## src/rtl/qdec_arith_dec.sv

```systemverilog
// CABAC arithmetic decoding engine: context, bypass and terminate bins fed from an RBSP byte stream,
// with a post-terminate raw-bit mode for trailing bits.
module qdec_arith_dec (
  input  logic       clk,
  input  logic       rst_n,
  input  logic       arithInit,
  input  logic       dec_run,
  output logic       dec_rdy,
  input  logic       EPMode,
  input  logic       term_mode,
  input  logic [6:0] ctxState,
  input  logic       mps,
  input  logic       ctxState_vld,
  output logic       ctxState_rdy,
  output logic [6:0] ctxStateUpdate,
  output logic       ctxStateUpdate_vld,
  input  logic       ctxStateUpdate_rdy,
  output logic       ruiBin,
  output logic       ruiBin_vld,
  output logic       ruiBin_bytealign,
  input  logic [7:0] bs_data,
  input  logic       bs_vld,
  output logic       bs_rdy
);

  localparam logic [1:0] S_IDLE    = 2'd0;
  localparam logic [1:0] S_LOAD    = 2'd1;
  localparam logic [1:0] S_RUN     = 2'd2;
  localparam logic [1:0] S_FLUSHED = 2'd3;

  // Row packed as {q0, q1, q2, q3}
  function automatic logic [31:0] lps_tab(input logic [5:0] p);
    logic [31:0] r;
    case (p)
      6'd0:  r = {8'd128, 8'd176, 8'd208, 8'd240};  6'd1:  r = {8'd128, 8'd167, 8'd197, 8'd227};
      6'd2:  r = {8'd128, 8'd158, 8'd187, 8'd216};  6'd3:  r = {8'd123, 8'd150, 8'd178, 8'd205};
      6'd4:  r = {8'd116, 8'd142, 8'd169, 8'd195};  6'd5:  r = {8'd111, 8'd135, 8'd160, 8'd185};
      6'd6:  r = {8'd105, 8'd128, 8'd152, 8'd175};  6'd7:  r = {8'd100, 8'd122, 8'd144, 8'd166};
      6'd8:  r = {8'd95,  8'd116, 8'd137, 8'd158};  6'd9:  r = {8'd90,  8'd110, 8'd130, 8'd150};
      6'd10: r = {8'd85,  8'd104, 8'd123, 8'd142};  6'd11: r = {8'd81,  8'd99,  8'd117, 8'd135};
      6'd12: r = {8'd77,  8'd94,  8'd111, 8'd128};  6'd13: r = {8'd73,  8'd89,  8'd105, 8'd122};
      6'd14: r = {8'd69,  8'd85,  8'd100, 8'd116};  6'd15: r = {8'd66,  8'd80,  8'd95,  8'd110};
      6'd16: r = {8'd62,  8'd76,  8'd90,  8'd104};  6'd17: r = {8'd59,  8'd72,  8'd86,  8'd99};
      6'd18: r = {8'd56,  8'd69,  8'd81,  8'd94};   6'd19: r = {8'd53,  8'd65,  8'd77,  8'd89};
      6'd20: r = {8'd51,  8'd62,  8'd73,  8'd85};   6'd21: r = {8'd48,  8'd59,  8'd69,  8'd80};
      6'd22: r = {8'd46,  8'd56,  8'd66,  8'd76};   6'd23: r = {8'd43,  8'd53,  8'd63,  8'd72};
      6'd24: r = {8'd41,  8'd50,  8'd59,  8'd69};   6'd25: r = {8'd39,  8'd48,  8'd56,  8'd65};
      6'd26: r = {8'd37,  8'd45,  8'd54,  8'd62};   6'd27: r = {8'd35,  8'd43,  8'd51,  8'd59};
      6'd28: r = {8'd33,  8'd41,  8'd48,  8'd56};   6'd29: r = {8'd32,  8'd39,  8'd46,  8'd53};
      6'd30: r = {8'd30,  8'd37,  8'd43,  8'd50};   6'd31: r = {8'd29,  8'd35,  8'd41,  8'd48};
      6'd32: r = {8'd27,  8'd33,  8'd39,  8'd45};   6'd33: r = {8'd26,  8'd31,  8'd37,  8'd43};
      6'd34: r = {8'd24,  8'd30,  8'd35,  8'd41};   6'd35: r = {8'd23,  8'd28,  8'd33,  8'd39};
      6'd36: r = {8'd22,  8'd27,  8'd32,  8'd37};   6'd37: r = {8'd21,  8'd26,  8'd30,  8'd35};
      6'd38: r = {8'd20,  8'd24,  8'd29,  8'd33};   6'd39: r = {8'd19,  8'd23,  8'd27,  8'd31};
      6'd40: r = {8'd18,  8'd22,  8'd26,  8'd30};   6'd41: r = {8'd17,  8'd21,  8'd25,  8'd28};
      6'd42: r = {8'd16,  8'd20,  8'd23,  8'd27};   6'd43: r = {8'd15,  8'd19,  8'd22,  8'd25};
      6'd44: r = {8'd14,  8'd18,  8'd21,  8'd24};   6'd45: r = {8'd14,  8'd17,  8'd20,  8'd23};
      6'd46: r = {8'd13,  8'd16,  8'd19,  8'd22};   6'd47: r = {8'd12,  8'd15,  8'd18,  8'd21};
      6'd48: r = {8'd12,  8'd14,  8'd17,  8'd20};   6'd49: r = {8'd11,  8'd14,  8'd16,  8'd19};
      6'd50: r = {8'd11,  8'd13,  8'd15,  8'd18};   6'd51: r = {8'd10,  8'd12,  8'd15,  8'd17};
      6'd52: r = {8'd10,  8'd12,  8'd14,  8'd16};   6'd53: r = {8'd9,   8'd11,  8'd13,  8'd15};
      6'd54: r = {8'd9,   8'd11,  8'd12,  8'd14};   6'd55: r = {8'd8,   8'd10,  8'd12,  8'd14};
      6'd56: r = {8'd8,   8'd9,   8'd11,  8'd13};   6'd57: r = {8'd7,   8'd9,   8'd11,  8'd12};
      6'd58: r = {8'd7,   8'd9,   8'd10,  8'd12};   6'd59: r = {8'd7,   8'd8,   8'd10,  8'd11};
      6'd60: r = {8'd6,   8'd8,   8'd9,   8'd11};   6'd61: r = {8'd6,   8'd7,   8'd9,   8'd10};
      default: r = {8'd6, 8'd7, 8'd8, 8'd9};
    endcase
    return r;
  endfunction

  function automatic logic [5:0] trans_lps(input logic [5:0] p);
    logic [5:0] t;
    case (p)
      6'd0, 6'd1:               t = 6'd0;
      6'd2:                     t = 6'd1;
      6'd3, 6'd4:               t = 6'd2;
      6'd5, 6'd6:               t = 6'd4;
      6'd7:                     t = 6'd5;
      6'd8:                     t = 6'd6;
      6'd9:                     t = 6'd7;
      6'd10:                    t = 6'd8;
      6'd11, 6'd12:             t = 6'd9;
      6'd13, 6'd14:             t = 6'd11;
      6'd15:                    t = 6'd12;
      6'd16, 6'd17:             t = 6'd13;
      6'd18, 6'd19:             t = 6'd15;
      6'd20, 6'd21:             t = 6'd16;
      6'd22, 6'd23:             t = 6'd18;
      6'd24, 6'd25:             t = 6'd19;
      6'd26, 6'd27:             t = 6'd21;
      6'd28, 6'd29:             t = 6'd22;
      6'd30:                    t = 6'd23;
      6'd31, 6'd32:             t = 6'd24;
      6'd33:                    t = 6'd25;
      6'd34, 6'd35:             t = 6'd26;
      6'd36, 6'd37:             t = 6'd27;
      6'd38:                    t = 6'd28;
      6'd39, 6'd40:             t = 6'd29;
      6'd41, 6'd42, 6'd43:      t = 6'd30;
      6'd44:                    t = 6'd31;
      6'd45, 6'd46:             t = 6'd32;
      6'd47, 6'd48, 6'd49:      t = 6'd33;
      6'd50, 6'd51:             t = 6'd34;
      6'd52, 6'd53, 6'd54:      t = 6'd35;
      6'd55, 6'd56, 6'd57:      t = 6'd36;
      6'd58, 6'd59, 6'd60:      t = 6'd37;
      default:                  t = 6'd38;
    endcase
    return t;
  endfunction

  function automatic logic [2:0] renorm_shift(input logic [8:0] r);
    logic [2:0] n;
    if (r[8])      n = 3'd0;
    else if (r[7]) n = 3'd1;
    else if (r[6]) n = 3'd2;
    else if (r[5]) n = 3'd3;
    else if (r[4]) n = 3'd4;
    else if (r[3]) n = 3'd5;
    else           n = 3'd6;
    return n;
  endfunction

  logic [1:0]  state, state_n;
  logic [15:0] bitbuf, bitbuf_n, buf_c;
  logic [4:0]  count, count_n, cnt_c;
  logic [2:0]  bitpos, bitpos_n;
  logic [8:0]  ivl_range, range_n, ivl_offset, offset_n;
  logic        flush_first, flush_first_n;
  logic        bin_n, align_n, bin_vld_n, upd_vld_n;
  logic [6:0]  upd_n;

  logic        stall, accept, take_byte, norm;
  logic [5:0]  p_eff, new_p;
  logic        new_mps;
  logic [31:0] lps_row;
  logic [7:0]  r_lps;
  logic [8:0]  r_mps, r_dec, o_dec;
  logic [9:0]  off2, byp_diff;
  logic [14:0] ren_tmp;
  logic [2:0]  rn;
  logic [3:0]  nsh;
  logic        unused_bit6;

  assign unused_bit6  = ctxState[6];
  assign stall        = ctxStateUpdate_vld & ~ctxStateUpdate_rdy;
  assign dec_rdy      = (state == S_RUN || state == S_FLUSHED) && !arithInit && count >= 5'd8 && !stall;
  assign ctxState_rdy = dec_rdy;
  assign bs_rdy       = (state != S_IDLE) && !arithInit && count <= 5'd8;
  assign accept       = dec_rdy & dec_run & (term_mode | EPMode | ctxState_vld);
  assign take_byte    = bs_vld & bs_rdy;
  assign p_eff        = (ctxState[5:0] > 6'd62) ? 6'd62 : ctxState[5:0];
  assign lps_row      = lps_tab(p_eff);
  assign r_mps        = ivl_range - {1'b0, r_lps};
  assign off2         = {ivl_offset, bitbuf[15]};
  assign byp_diff     = off2 - {1'b0, ivl_range};

  always_comb begin
    case (ivl_range[7:6])
      2'd0:    r_lps = lps_row[31:24];
      2'd1:    r_lps = lps_row[23:16];
      2'd2:    r_lps = lps_row[15:8];
      default: r_lps = lps_row[7:0];
    endcase
  end

  always_comb begin
    state_n       = state;
    range_n       = ivl_range;
    offset_n      = ivl_offset;
    bitpos_n      = bitpos;
    flush_first_n = flush_first;
    bin_n         = ruiBin;
    align_n       = ruiBin_bytealign;
    bin_vld_n     = 1'b0;
    upd_n         = ctxStateUpdate;
    upd_vld_n     = ctxStateUpdate_vld & ~ctxStateUpdate_rdy;
    nsh           = 4'd0;
    norm          = 1'b0;
    r_dec         = ivl_range;
    o_dec         = ivl_offset;
    new_p         = p_eff;
    new_mps       = mps;
    rn            = 3'd0;
    ren_tmp       = '0;

    case (state)
      S_LOAD: begin
        if (count >= 5'd9) begin
          offset_n = bitbuf[15:7];
          range_n  = 9'd510;
          nsh      = 4'd9;
          bitpos_n = bitpos + 3'd1;
          state_n  = S_RUN;
        end
      end
      S_RUN: begin
        if (accept) begin
          bin_vld_n = 1'b1;
          if (term_mode) begin
            r_dec = ivl_range - 9'd2;
            if (ivl_offset >= r_dec) begin
              bin_n         = 1'b1;
              range_n       = r_dec;
              state_n       = S_FLUSHED;
              flush_first_n = 1'b1;
            end else begin
              bin_n = 1'b0;
              norm  = 1'b1;
            end
          end else if (EPMode) begin
            nsh = 4'd1;
            if (off2 >= {1'b0, ivl_range}) begin
              bin_n    = 1'b1;
              offset_n = byp_diff[8:0];
            end else begin
              bin_n    = 1'b0;
              offset_n = off2[8:0];
            end
          end else begin
            if (ivl_offset >= r_mps) begin
              bin_n   = ~mps;
              o_dec   = ivl_offset - r_mps;
              r_dec   = {1'b0, r_lps};
              new_mps = mps ^ (p_eff == 6'd0);
              new_p   = trans_lps(p_eff);
            end else begin
              bin_n   = mps;
              r_dec   = r_mps;
              new_p   = (p_eff == 6'd62) ? 6'd62 : p_eff + 6'd1;
            end
            norm      = 1'b1;
            upd_n     = {new_p, new_mps};
            upd_vld_n = 1'b1;
          end
          // Renormalisation pulls up to 6 fresh bits from the top of the buffer in the decision cycle
          if (norm) begin
            rn       = renorm_shift(r_dec);
            range_n  = r_dec << rn;
            ren_tmp  = {o_dec, bitbuf[15:10]} >> (3'd6 - rn);
            offset_n = ren_tmp[8:0];
            nsh      = {1'b0, rn};
          end
          bitpos_n = bitpos + nsh[2:0];
          align_n  = (bitpos_n == 3'd0);
        end
      end
      S_FLUSHED: begin
        if (accept) begin
          bin_vld_n = 1'b1;
          if (flush_first) begin
            bin_n         = ivl_offset[0];
            align_n       = (bitpos == 3'd0);
            flush_first_n = 1'b0;
          end else begin
            bin_n    = bitbuf[15];
            nsh      = 4'd1;
            bitpos_n = bitpos + 3'd1;
            align_n  = (bitpos_n == 3'd0);
          end
        end
      end
      default: ;
    endcase

    // Consume first, then append the incoming byte directly below what remains
    buf_c    = bitbuf << nsh;
    cnt_c    = count - {1'b0, nsh};
    bitbuf_n = buf_c;
    count_n  = cnt_c;
    if (take_byte) begin
      bitbuf_n = buf_c | ({bs_data, 8'h00} >> cnt_c);
      count_n  = cnt_c + 5'd8;
    end

    if (arithInit) begin
      state_n       = S_LOAD;
      bitbuf_n      = '0;
      count_n       = '0;
      bitpos_n      = '0;
      flush_first_n = 1'b0;
      bin_vld_n     = 1'b0;
      upd_vld_n     = 1'b0;
    end
  end

  always_ff @(posedge clk) begin
    if (!rst_n) begin
      state              <= S_IDLE;
      bitbuf             <= '0;
      count              <= '0;
      bitpos             <= '0;
      ivl_range          <= '0;
      ivl_offset         <= '0;
      flush_first        <= 1'b0;
      ruiBin             <= 1'b0;
      ruiBin_vld         <= 1'b0;
      ruiBin_bytealign   <= 1'b0;
      ctxStateUpdate     <= '0;
      ctxStateUpdate_vld <= 1'b0;
    end else begin
      state              <= state_n;
      bitbuf             <= bitbuf_n;
      count              <= count_n;
      bitpos             <= bitpos_n;
      ivl_range          <= range_n;
      ivl_offset         <= offset_n;
      flush_first        <= flush_first_n;
      ruiBin             <= bin_n;
      ruiBin_vld         <= bin_vld_n;
      ruiBin_bytealign   <= align_n;
      ctxStateUpdate     <= upd_n;
      ctxStateUpdate_vld <= upd_vld_n;
    end
  end

endmodule

```

## config.mk

```make
export PLATFORM = sky130hd
export DESIGN_NAME = qdec_arith_dec
export DESIGN_NICKNAME = d
export VERILOG_FILES = /design/src/rtl/qdec_arith_dec.sv
export SDC_FILE = /design/constraint.sdc
export NUM_CORES = 1
export LEC_CHECK = 0
export ABC_AREA = 1
export CAP_MARGIN = 20
export CORE_MARGIN = 3
export CORE_UTILIZATION = 60
export CTS_CLUSTER_DIAMETER = 40
export DETAILED_ROUTE_END_ITERATION = 6
export GPL_ROUTABILITY_DRIVEN = 1
export MAX_ROUTING_LAYER = met4
export PLACE_DENSITY = 0.82
export SYNTH_ARGS = -nofsm -noshare
export SYNTH_HDL_FRONTEND = slang
export SYNTH_SLANG_ARGS = --single-unit
```

## constraint.sdc

```tcl
create_clock -name clk -period 22.7 [get_ports clk]
set_clock_uncertainty 0.1 [all_clocks]
set_input_delay 3.405 -clock clk [delete_from_list [all_inputs] [get_ports clk]]
set_output_delay 3.405 -clock clk [all_outputs]
set_load 0.02 [all_outputs]
```

* Word level (Yosys, flattened, before mapping) *
Memory sizes are Yosys's and may differ from the RTL's.
Index checks and enable logic that the tools add are counted.

operators by class
  equal/unequal tests = 20
  shifts and indexed selects = 4
  divide/modulo/power cells = 0
  add/sub/neg operators = 10
  multiply operators = 0
  order comparisons = 7
  bitwise logic cells = 14
  mux-type cells = 88
  reductions and logical operators = 29

operator list
  cell                count
  $mux 9              21
  $pmux 9 s2          2
  $mux 3              11
  $mux 1              31
  $reduce_and 5->1    6
  $pmux 8 s3          1
  $mux 4              5
  $ge 9x9->1          2
  $mux 6              3
  $sub 9x9->9         2
  $mux 16             1
  $or 16x16->16       1
  $shl 16x4->16       1
  $shr 16x5->16       1
  $shr 15x3->9        1
  $mux 2              6
  $ne 3x2->1 const B  4
  $pmux 4 s3          1
  $ge 10x9->1         1
  $ge 5x4->1 const B  2
  $ne 2x2->1 const B  5
  $logic_not 3->1     3
  $ne 3x3->1 const B  3
  $pmux 3 s3          1
  34 further kinds    57

storage, ports and cells
  register bits after elaboration = 56
  output and inout bits = 14
  memory bits (read-only) = 2432
  bits in writable memories = 0
  memories kept = 2
  word-level logic and storage cells = 187
  input port bits = 25
  latch bits = 0

memories
  name             words  width  rd ports  clocked after Yosys merged registers in  write ports  line  source
  (no name shown)  64     32     1         0                                        0            34    case (p)
  (no name shown)  64     6      1         0                                        0            73    case (p)

* Longest topological paths before layout *
Gate-level depths: netlist of run 1.
An unclocked memory read counts as a cell.

  word-level depth = 29
  mapped depth = 52
  gate-level depth less buffers = 49

* Least setup slack after synthesis of run 1 *
Ideal clock, no wire load.

  path type = in2reg
  start point = input ctxState[4]
  end point = register bitbuf[15]
  arrival = 10.046 ns
  library setup time = 0.057 ns
  data required time = 22.543 ns
  slack = 12.497 ns
  buffers on the path = 3
  stages on the path = 45
  cell sequence = buf_2 -> nand3_1 -> o21bai_4 -> inv_1 -> ha_1 -> inv_1 -> ha_1 -> nand2_1 -> o211ai_1 -> o221ai_1 -> nand3_1 -> nand3_1 -> nor2_1 -> ha_1 -> a21oi_1 -> nand2_1 -> nand4_1 -> o311ai_0 -> (+9 left out) -> nor2_1 -> o21ai_4 -> nor2_4 -> nand2_2 -> nor2_4 -> nand2_1 -> buf_4 -> buf_2 -> ha_1 -> a21oi_1 -> o21ai_0 -> xnor2_1 -> inv_1 -> nor3_1 -> nand3_1 -> nand3_1 -> nand2_1 -> inv_1

on the way
  longest elaborated chain between the ends = 29
  elaborated cells on any way between the ends = 30
  classes of those cells = 2 x add/sub; 2 x order compare; 2 x shift; 22 x mux; 1 x bitwise; 1 x memory

RTL lines
  item                    line  source
  start: declaration      11    input logic [6:0] ctxState,
  $gt 6x6->1              152   assign p_eff = (ctxState[5:0] > 6'd62) ? 6'd62 : ctxState[5:0];
  $mux 6 (*)              152
  $mem_v2 64x32 (*)       --
  $pmux 8 s3 (*)          159   case (ivl_range[7:6])
  $sub 9x8->9             154   assign r_mps = ivl_range - {1'b0, r_lps};
  $ge 9x9->1              221   if (ivl_offset >= r_mps) begin
  $mux 9 (*)              221
  $mux 9 (*)              211   end else if (EPMode) begin
  (+13 left out)          --
  $mux 4 (*)              198   if (accept) begin
  $mux 4 (*)              187   case (state)
  $mux 4 (*)              198
  $pmux 4 s3 (*)          187
  $sub 5x4->5             268   cnt_c = count - {1'b0, nsh};
  $shr 16x5->16           272   bitbuf_n = buf_c | ({bs_data, 8'h00} >> cnt_c);
  $or 16x16->16           272
  $mux 16 (*)             271   if (take_byte) begin
  end signal: assignment  303   bitbuf <= bitbuf_n;
  end: declaration        125   logic [15:0] bitbuf, bitbuf_n, buf_c;

Mark *: on every way between the ends. The rest lies on a longest branch, timed or not. The select of a mux whose other input is x is not followed.
A chain may end at the register's enable or synchronous reset.

* Final worst setup path of run 1 *
  start point = input ctxState[4]
  end point = register bitbuf[5]

The elaborated chain is that of the path after synthesis.

==> results of run 1 <==
[where the power goes]
part	internal (mW)	total [mW]	switching [mW]
clock network	0.0628	0.101	0.0387
logic	0.0327	0.105	0.0722
registers	0.0985	0.0989	0.000437
total	0.194	0.305	0.111
[state kept, by name, indices dropped and copies added, names as in the netlist]
register	flops
ivl_range	9
flush_first	1
ctxStateUpdate_vld	1
state	2
ivl_offset	9
bitpos	3
count	5
bitbuf	16
ruiBin_vld	1
ruiBin	1
ruiBin_bytealign	1
ctxStateUpdate	7
[kinds of logic after synthesis]
group,count (synthesis)
buf+inv,230
mux,9
simple gates,667
compound gates,357
fa+ha+maj,59
flops,56
xor+xnor,34
[routing by layer]
layer | vias to the layer above | GRT usage | share of wire
li1 | 4801 | - | -
met1 | 4603 | 0.5175 | 0.41
met2 | 700 | 0.5961 | 0.44
met3 | 119 | 0.05060 | 0.11
met4 | 0 | 0.1618 | 0.048
met5 | - | - | 0
[metrics by stage]
stage / hold WS (ns) / power (mW)
after CTS: 0.3953 / 0.3010
after global routing: 0.4088 / 0.3194
after floorplan: 0.3631 / 0.1762
final: 0.3893 / 0.3052
after global placement: 0.3599 / 0.2009
after detailed placement: 0.3818 / 0.2016
[worst max-delay path by stage]
stage               slack, ns          to  cells after the start   startpoint
floorplan               12.50  bitbuf[15]                     45  ctxState[4]
global placement         9.80   bitbuf[5]                     45  ctxState[4]
detailed placement       9.74   bitbuf[6]                     45  ctxState[4]
CTS                     10.02   bitbuf[6]                     45  ctxState[4]
global route             9.08   bitbuf[6]                     43  ctxState[4]
finish                   9.62   bitbuf[5]                     43  ctxState[4]
[worst max-delay path, delay by kind of cell]
kind                     cells  cell delay, ns
XOR/XNOR                     2            1.12
AND/OR/NAND/NOR             19            2.95
AO/OA/AOI/OAI                8            1.69
buffers and inverters        8            2.04
adder cells (fa/ha/maj)      6            1.95
[Yosys cell counts (all sizes together) (8+ instances only)]
cell,n,share of area
nor2,126,0.065
a21oi,111,0.068
o22ai,9,0.0067
clkbuf,25,0.011
nand4,13,0.012
mux2i,8,0.0095
ha,54,0.080
o221ai,9,0.0094
nand3,180,0.11
nor3,8,0.0054
buf,35,0.030
o211ai,39,0.035
xnor2,13,0.014
o21ai,134,0.081
dfxtp,56,0.13
a31oi,14,0.010
inv,164,0.074
xor2,21,0.022
nand2,328,0.15
[cells in the final DEF, fill, tap and decap left out, types with 4 or more instances in the layout]
cell / n
a211oi_1: 5
a21oi_1: 108
a221oi_1: 7
a31oi_1: 14
buf_4: 8
clkbuf_16: 5
clkdlybuf4s50_1: 36
clkinv_1: 6
dfxtp_1: 56
fa_1: 5
ha_1: 54
inv_1: 144
inv_2: 18
mux2i_1: 8
nand2_1: 314
nand2_2: 7
nand2_4: 7
nand3_1: 173
nand3_2: 7
nand4_1: 11
nor2_1: 114
nor2_2: 5
nor2_4: 6
nor3_1: 7
o2111ai_1: 4
o211ai_1: 39
o21ai_0: 113
o21ai_1: 20
o21bai_1: 6
o221ai_1: 9
o22ai_1: 9
o311ai_0: 4
xnor2_1: 13
xor2_1: 21
[cell type report]
cell class	instances	area (um^2)	area share
Clock inverter	2	60.06	0.006759
Multi-Input combinational cell	1126	6291	0.7080
Tap cell	176	220.2	0.02478
Clock buffer	5	125.1	0.01408
Sequential cell	56	1121	0.1262
Inverter	170	643.1	0.07237
Timing Repair Buffer	45	425.4	0.04787
==> results by group, run 1 <==
Status
  – Status: completed

Critical path
  – CP peak stage delay: 0.89 ns
  – Startpoint Class: input pin
  – Reg-to-reg startpoint: ivl_range[7]
  – Worst Setup End Kind: register
  – Worst-path fanout max: 34
  – Depth of the worst register-to-register path: 35
  – CP max-delay cell: xnor2_1
  – R2r endpoint: bitbuf[5]
  – Most common cell on crit path: nand2_1
  – CP required: 22.82 ns
  – Flop2flop setup slack: 14.06 ns
  – Worst Path Class, Setup: in -> reg
  – Worst path arrival time: 13.20 ns

Clock tree
  – CTS resizes: 0
  – Total clock sinks: 56
  – CTS tree: done
  – Max clock buf depth: 2
  – Setup Buffers After CTS: 0
  – Num CTS Buffers: 5
  – Clock Latency Late Sink: 0.31 ns
  – CTS HTree Levels: 2
  – Reg clk slew, reported paths: 0.07 ns
  – Hold-fix buffer count after cts: 0
  – Root buffer cell: clkbuf_16

Detailed routing
  – Residual DRC: 0
  – Routed Antenna Nets: 0
  – Vias: 10.22k
  – Drt first-iter violations: 1592
  – First-pass iteration count of the detailed router: 6
  – Detailed Route WL: 30280 um
  – Routed length per instance: 19.17 um
  – Vias per Instance: 6.470

Place
  – Placement Cell Area: 0.008701 mm^2
  – Post-DP HPWL: 23080 um
  – Setup WS pre-CTS: 9.742 ns
  – Placed Cells: 1573
  – Port-buffer cells: 37
  – RD Place Congestion: 1.066

Finish
  – Final Net Count: 1488
  – Area growth, synth to finish: 5.763%
  – ANT cells: 0
  – Final core utilization: 0.6605
  – Fraction of layout cells with a size suffix above 1: 0.05698
  – Final instance area: 0.008886 mm^2
  – Fin cells: 1580
  – Fillers: 1320

GRT
  – Gr usage total: 0.3888
  – First-pass GRT wire length: 48710 um
  – Largest net degree at the start of global routing: 55
  – Global route overflow: 0
  – Vias in the first global route: 9321
  – Initial antenna violation count: 0

Floorplan
  – DIE AREA: 0.01546 mm^2
  – Rows: 42
  – Core area: 0.01345 mm^2
  – Chip width: 124.3 um
  – DIE HEIGHT: 124.3 um
  – Initial Utilization: 0.6245
  – Ports: 39

Synthesis
  – Async S/R FF share, synth: 0
  – Post-Synth Simple-Gate Area: 0.3582
  – Synth Cell Area: 0.008402 mm^2
  – Syn nets: 1496
  – Compound-gate portion of the synthesized area: 0.2520
  – Register bit total from synthesis: 56
  – Library cells used by synthesis: 61
  – Number of synthesized flops with an enable pin: 0
  – Mux contribution to synthesized area: 0.01087
  – Largest family of logic cells by synthesized area: simple AND/OR/NAND/NOR gates
  – Adder-Cell Fraction of Synth Area: 0.09233
  – Ys flop type: dfxtp_1
  – Xor/xnor cell area share of the yosys netlist: 0.03544
  – Syn Area/Cell: 5.950 um^2
  – Warnings from Yosys: 0
  – Cells after Synth: 1412
  – Sequential-to-total area share from yosys stat: 0.1334

Flow run
  – Max-cap violations: 0

Hold path
  – Hold Crit Class: reg -> reg
  – Hold_sp: ctxStateUpdate[0]
  – Worst hold endpoint: ctxStateUpdate[0]
  – Hold depth: 2

Power and ir drop
  – Power Dens Cells: 34.35 mW/mm^2
  – Pleak: 4.185 nW
  – Worst vdd ir: 0.00002958 V

STA
  – Period minus WS final: 13.08 ns
  – Worst Slack Setup Final: 9.625 ns
  – Tcrit/Tclk final: 0.5760
  – Final setup fails: 0
  – Final hold vios: 0
  – Fmax: 0.07648 GHz
  – Rel. slew slack: 0.2330
  – Tightest Pin Transition: 1.147 ns
  – Setup TNS: 0 ns
  – Fin. max-slew vios: 0
  – RSZ-0062 raised after global routing: false
Note: power is estimated with default switching activity, not from simulation.
==> run 2: changes to the inputs <==
--- a/config.mk
+++ b/config.mk
@@ -8,7 +8,7 @@
 export ABC_AREA = 1
 export CAP_MARGIN = 20
 export CORE_MARGIN = 3
-export CORE_UTILIZATION = 60
+export CORE_UTILIZATION = 57
 export CTS_CLUSTER_DIAMETER = 40
 export DETAILED_ROUTE_END_ITERATION = 6
 export GPL_ROUTABILITY_DRIVEN = 1
==> constraint.sdc (replaced) <==
create_clock -name clk -period 11.3 [get_ports clk]
set_clock_uncertainty 0.1 [all_clocks]
set_input_delay 1.695 -clock clk [delete_from_list [all_inputs] [get_ports clk]]
set_output_delay 1.695 -clock clk [all_outputs]
set_load 0.02 [all_outputs]
==> results by group, run 2 (synthesized netlist as in run 1, its figures left out) <==
Critical path
  – Startpoint Class: input pin (unchanged)
  – CP required: 11.43 ns (was 22.82 ns)
  – CP max-delay cell: clkdlybuf4s50_1 (was xnor2_1)
  – Worst path arrival time: 10.18 ns (was 13.20 ns)
  – Worst-path fanout max: 18 (was 34)
  – Most common cell on crit path: nand2_1 (unchanged)
  – CP peak stage delay: 0.68 ns (was 0.89 ns)
  – Worst Setup End Kind: register (unchanged)
  – Worst Path Class, Setup: in -> reg (unchanged)
  – Flop2flop setup slack: 3.55 ns (was 14.06 ns)

Place
  – RD Place Congestion: 1.123 (was 1.066)
  – Port-buffer cells: 37 (unchanged)
  – Post-DP HPWL: 22910 um (was 23080 um)
  – Placed Cells: 1586 (was 1573)

Finish
  – Fillers: 1408 (was 1320)
  – Fraction of layout cells with a size suffix above 1: 0.06365 (was 0.05698)
  – Most common cell after layout, fill and taps aside: nand2_1 (unchanged)
  – Most frequent cells in the layout: 314 x nand2_1, 173 x nand3_1, 144 x inv_1 (unchanged)
  – ANT cells: 0 (unchanged)
  – Reg with most FFs: bitbuf (unchanged)
  – Fin cells: 1594 (was 1580)
  – Largest regs: bitbuf x16, ivl_offset x9, ivl_range x9 (unchanged)
  – Max FFs per register: 16 (unchanged)
  – Final Net Count: 1497 (was 1488)
  – Area growth, synth to finish: 6.240% (was 5.763%)

STA
  – Tightest Pin Transition: 1.075 ns (was 1.147 ns)
  – Setup TNS: 0 ns (unchanged)
  – Tcrit/Tclk final: 0.8891
  – Fmax: 0.09953 GHz
  – Rel. slew slack: 0.2811 (was 0.2330)
  – RSZ-0062 raised after global routing: false (unchanged)
  – Period minus WS final: 10.05 ns
  – Fin. max-slew vios: 0 (unchanged)
  – Final hold vios: 0 (unchanged)
  – Final setup fails: 0 (unchanged)

Clock tree
  – CTS resizes: 0 (unchanged)
  – CTS HTree Levels: 2 (unchanged)
  – Root buffer cell: clkbuf_16 (unchanged)
  – CTS tree: done (unchanged)
  – Max clock buf depth: 2 (unchanged)
  – Hold-fix buffer count after cts: 0 (unchanged)
  – Total clock sinks: 56 (unchanged)
  – Reg clk slew, reported paths: 0.07 ns (about the same)
  – Clock Latency Late Sink: 0.30 ns (was 0.31 ns)
  – Num CTS Buffers: 5 (unchanged)
  – Setup Buffers After CTS: 0 (unchanged)

Detailed routing
  – Drt first-iter violations: 1406 (was 1592)
  – Routed Antenna Nets: 0 (unchanged)
  – First-pass iteration count of the detailed router: 7 (was 6)
  – Routed length per instance: 18.59 um (was 19.17 um)
  – Vias: 10.10k (was 10.22k)
  – Residual DRC: 5 (was 0)
  – Detailed Route WL: 29640 um (was 30280 um)
  – Vias per Instance: 6.336 (was 6.470)

GRT
  – Met3 global-route usage: 0.08570 (was 0.05060)
  – GR Util met1: 0.4755 (was 0.5175)
  – Largest net degree at the start of global routing: 54 (was 55)
  – First-pass GRT wire length: 46810 um (was 48710 um)
  – Gr usage total: 0.3651 (was 0.3888)
  – Vias in the first global route: 9045 (was 9321)
  – Grt peak-use layer: met2 (unchanged)
  – Initial antenna violation count: 0 (unchanged)
  – Global route overflow: 0 (unchanged)
  – GR Util met2: 0.5547 (was 0.5961)

Floorplan
  – Chip width: 127.4 um (was 124.3 um)
  – Ports: 39 (unchanged)
  – Rows: 43 (was 42)
  – Initial Utilization: 0.5938 (was 0.6245)
  – DIE AREA: 0.01623 mm^2 (was 0.01546 mm^2)
  – Core area: 0.01415 mm^2 (was 0.01345 mm^2)
  – DIE HEIGHT: 127.4 um (was 124.3 um)

Flow run
  – Max-cap violations: 0 (unchanged)

Power and ir drop
  – Power Dens Cells: 64.78 mW/mm^2 (was 34.35 mW/mm^2)
  – Pleak: 4.217 nW (was 4.185 nW)
  – Pwr Total: 0.5782 mW (was 0.3052 mW)
  – Worst vdd ir: 0.00005845 V (was 0.00002958 V)

Status
  – Status: complete, but fails checks (was completed)
  – Failing checks: DRC

Hold path
  – Hold Crit Class: reg -> reg (unchanged)
[run 2: worst paths after layout]
kind | endpoint | depth (start not counted) | startpoint
min reg2reg | flush_first | 2 | flush_first
min | flush_first | 2 | flush_first
max reg2reg | bitbuf[7] | 39 | ivl_range[7]
max | bitbuf[7] | 45 | ctxState[0]
[run 2: final cells by class]
class / count / area [um^2] / area share
timing repair buffer: 54 / 493.0 / 0.05523
sequential: 56 / 1121 / 0.1256
inverter: 170 / 643.1 / 0.07205
tap: 180 / 225.2 / 0.02523
multi-input combinational: 1126 / 6291 / 0.7048
clock buffer: 6 / 138.9 / 0.01556
clock inverter: 2 / 13.76 / 0.001542
[run 2: worst max-delay path, delay by kind of cell]
| kind | cells | cell delay, ns |
|---|---|---|
| simple gates | 18 | 2.53 |
| compound gates | 9 | 1.84 |
| buf+inv | 10 | 1.71 |
| xor+xnor | 2 | 0.35 |
| fa+ha+maj | 6 | 1.99 |
[run 2: power breakdown]
part | internal, mW | switching [mW] | leakage (nW)
clock network | 0.0889 | 0.0762 | 0.0772
registers | 0.198 | 0.000919 | 0.451
logic | 0.0677 | 0.147 | 3.69
total | 0.354 | 0.224 | 4.22
[run 2: stage by stage]
stage               cell area, um^2  utilization  setup slack [ns]  hold WS [ns]
floorplan                      8402            -             2.807        0.3631
global placement               8773       0.6200             1.267        0.3818
detailed placement             8773       0.6200             1.235        0.3934
CTS                            8926       0.6308             1.522        0.4046
global route                   8926       0.6308            0.5284        0.4255
finish                         8926       0.6308             1.253        0.4068
[run 2: metal layers]
layer,vias to the layer above,part of all wire
met1,4517,0.42
met3,105,0.11
met2,660,0.43
met4,0,0.038
met5,-,0
li1,4817,-
==> run 3: changes to the inputs <==
--- a/config.mk
+++ b/config.mk
@@ -14,6 +14,7 @@
 export GPL_ROUTABILITY_DRIVEN = 1
 export MAX_ROUTING_LAYER = met4
 export PLACE_DENSITY = 0.82
+export SLEW_MARGIN = 20
 export SYNTH_ARGS = -nofsm -noshare
 export SYNTH_HDL_FRONTEND = slang
 export SYNTH_SLANG_ARGS = --single-unit
==> results of run 3 <==
Final layout, timing and power as in run 2 (identical DEF).
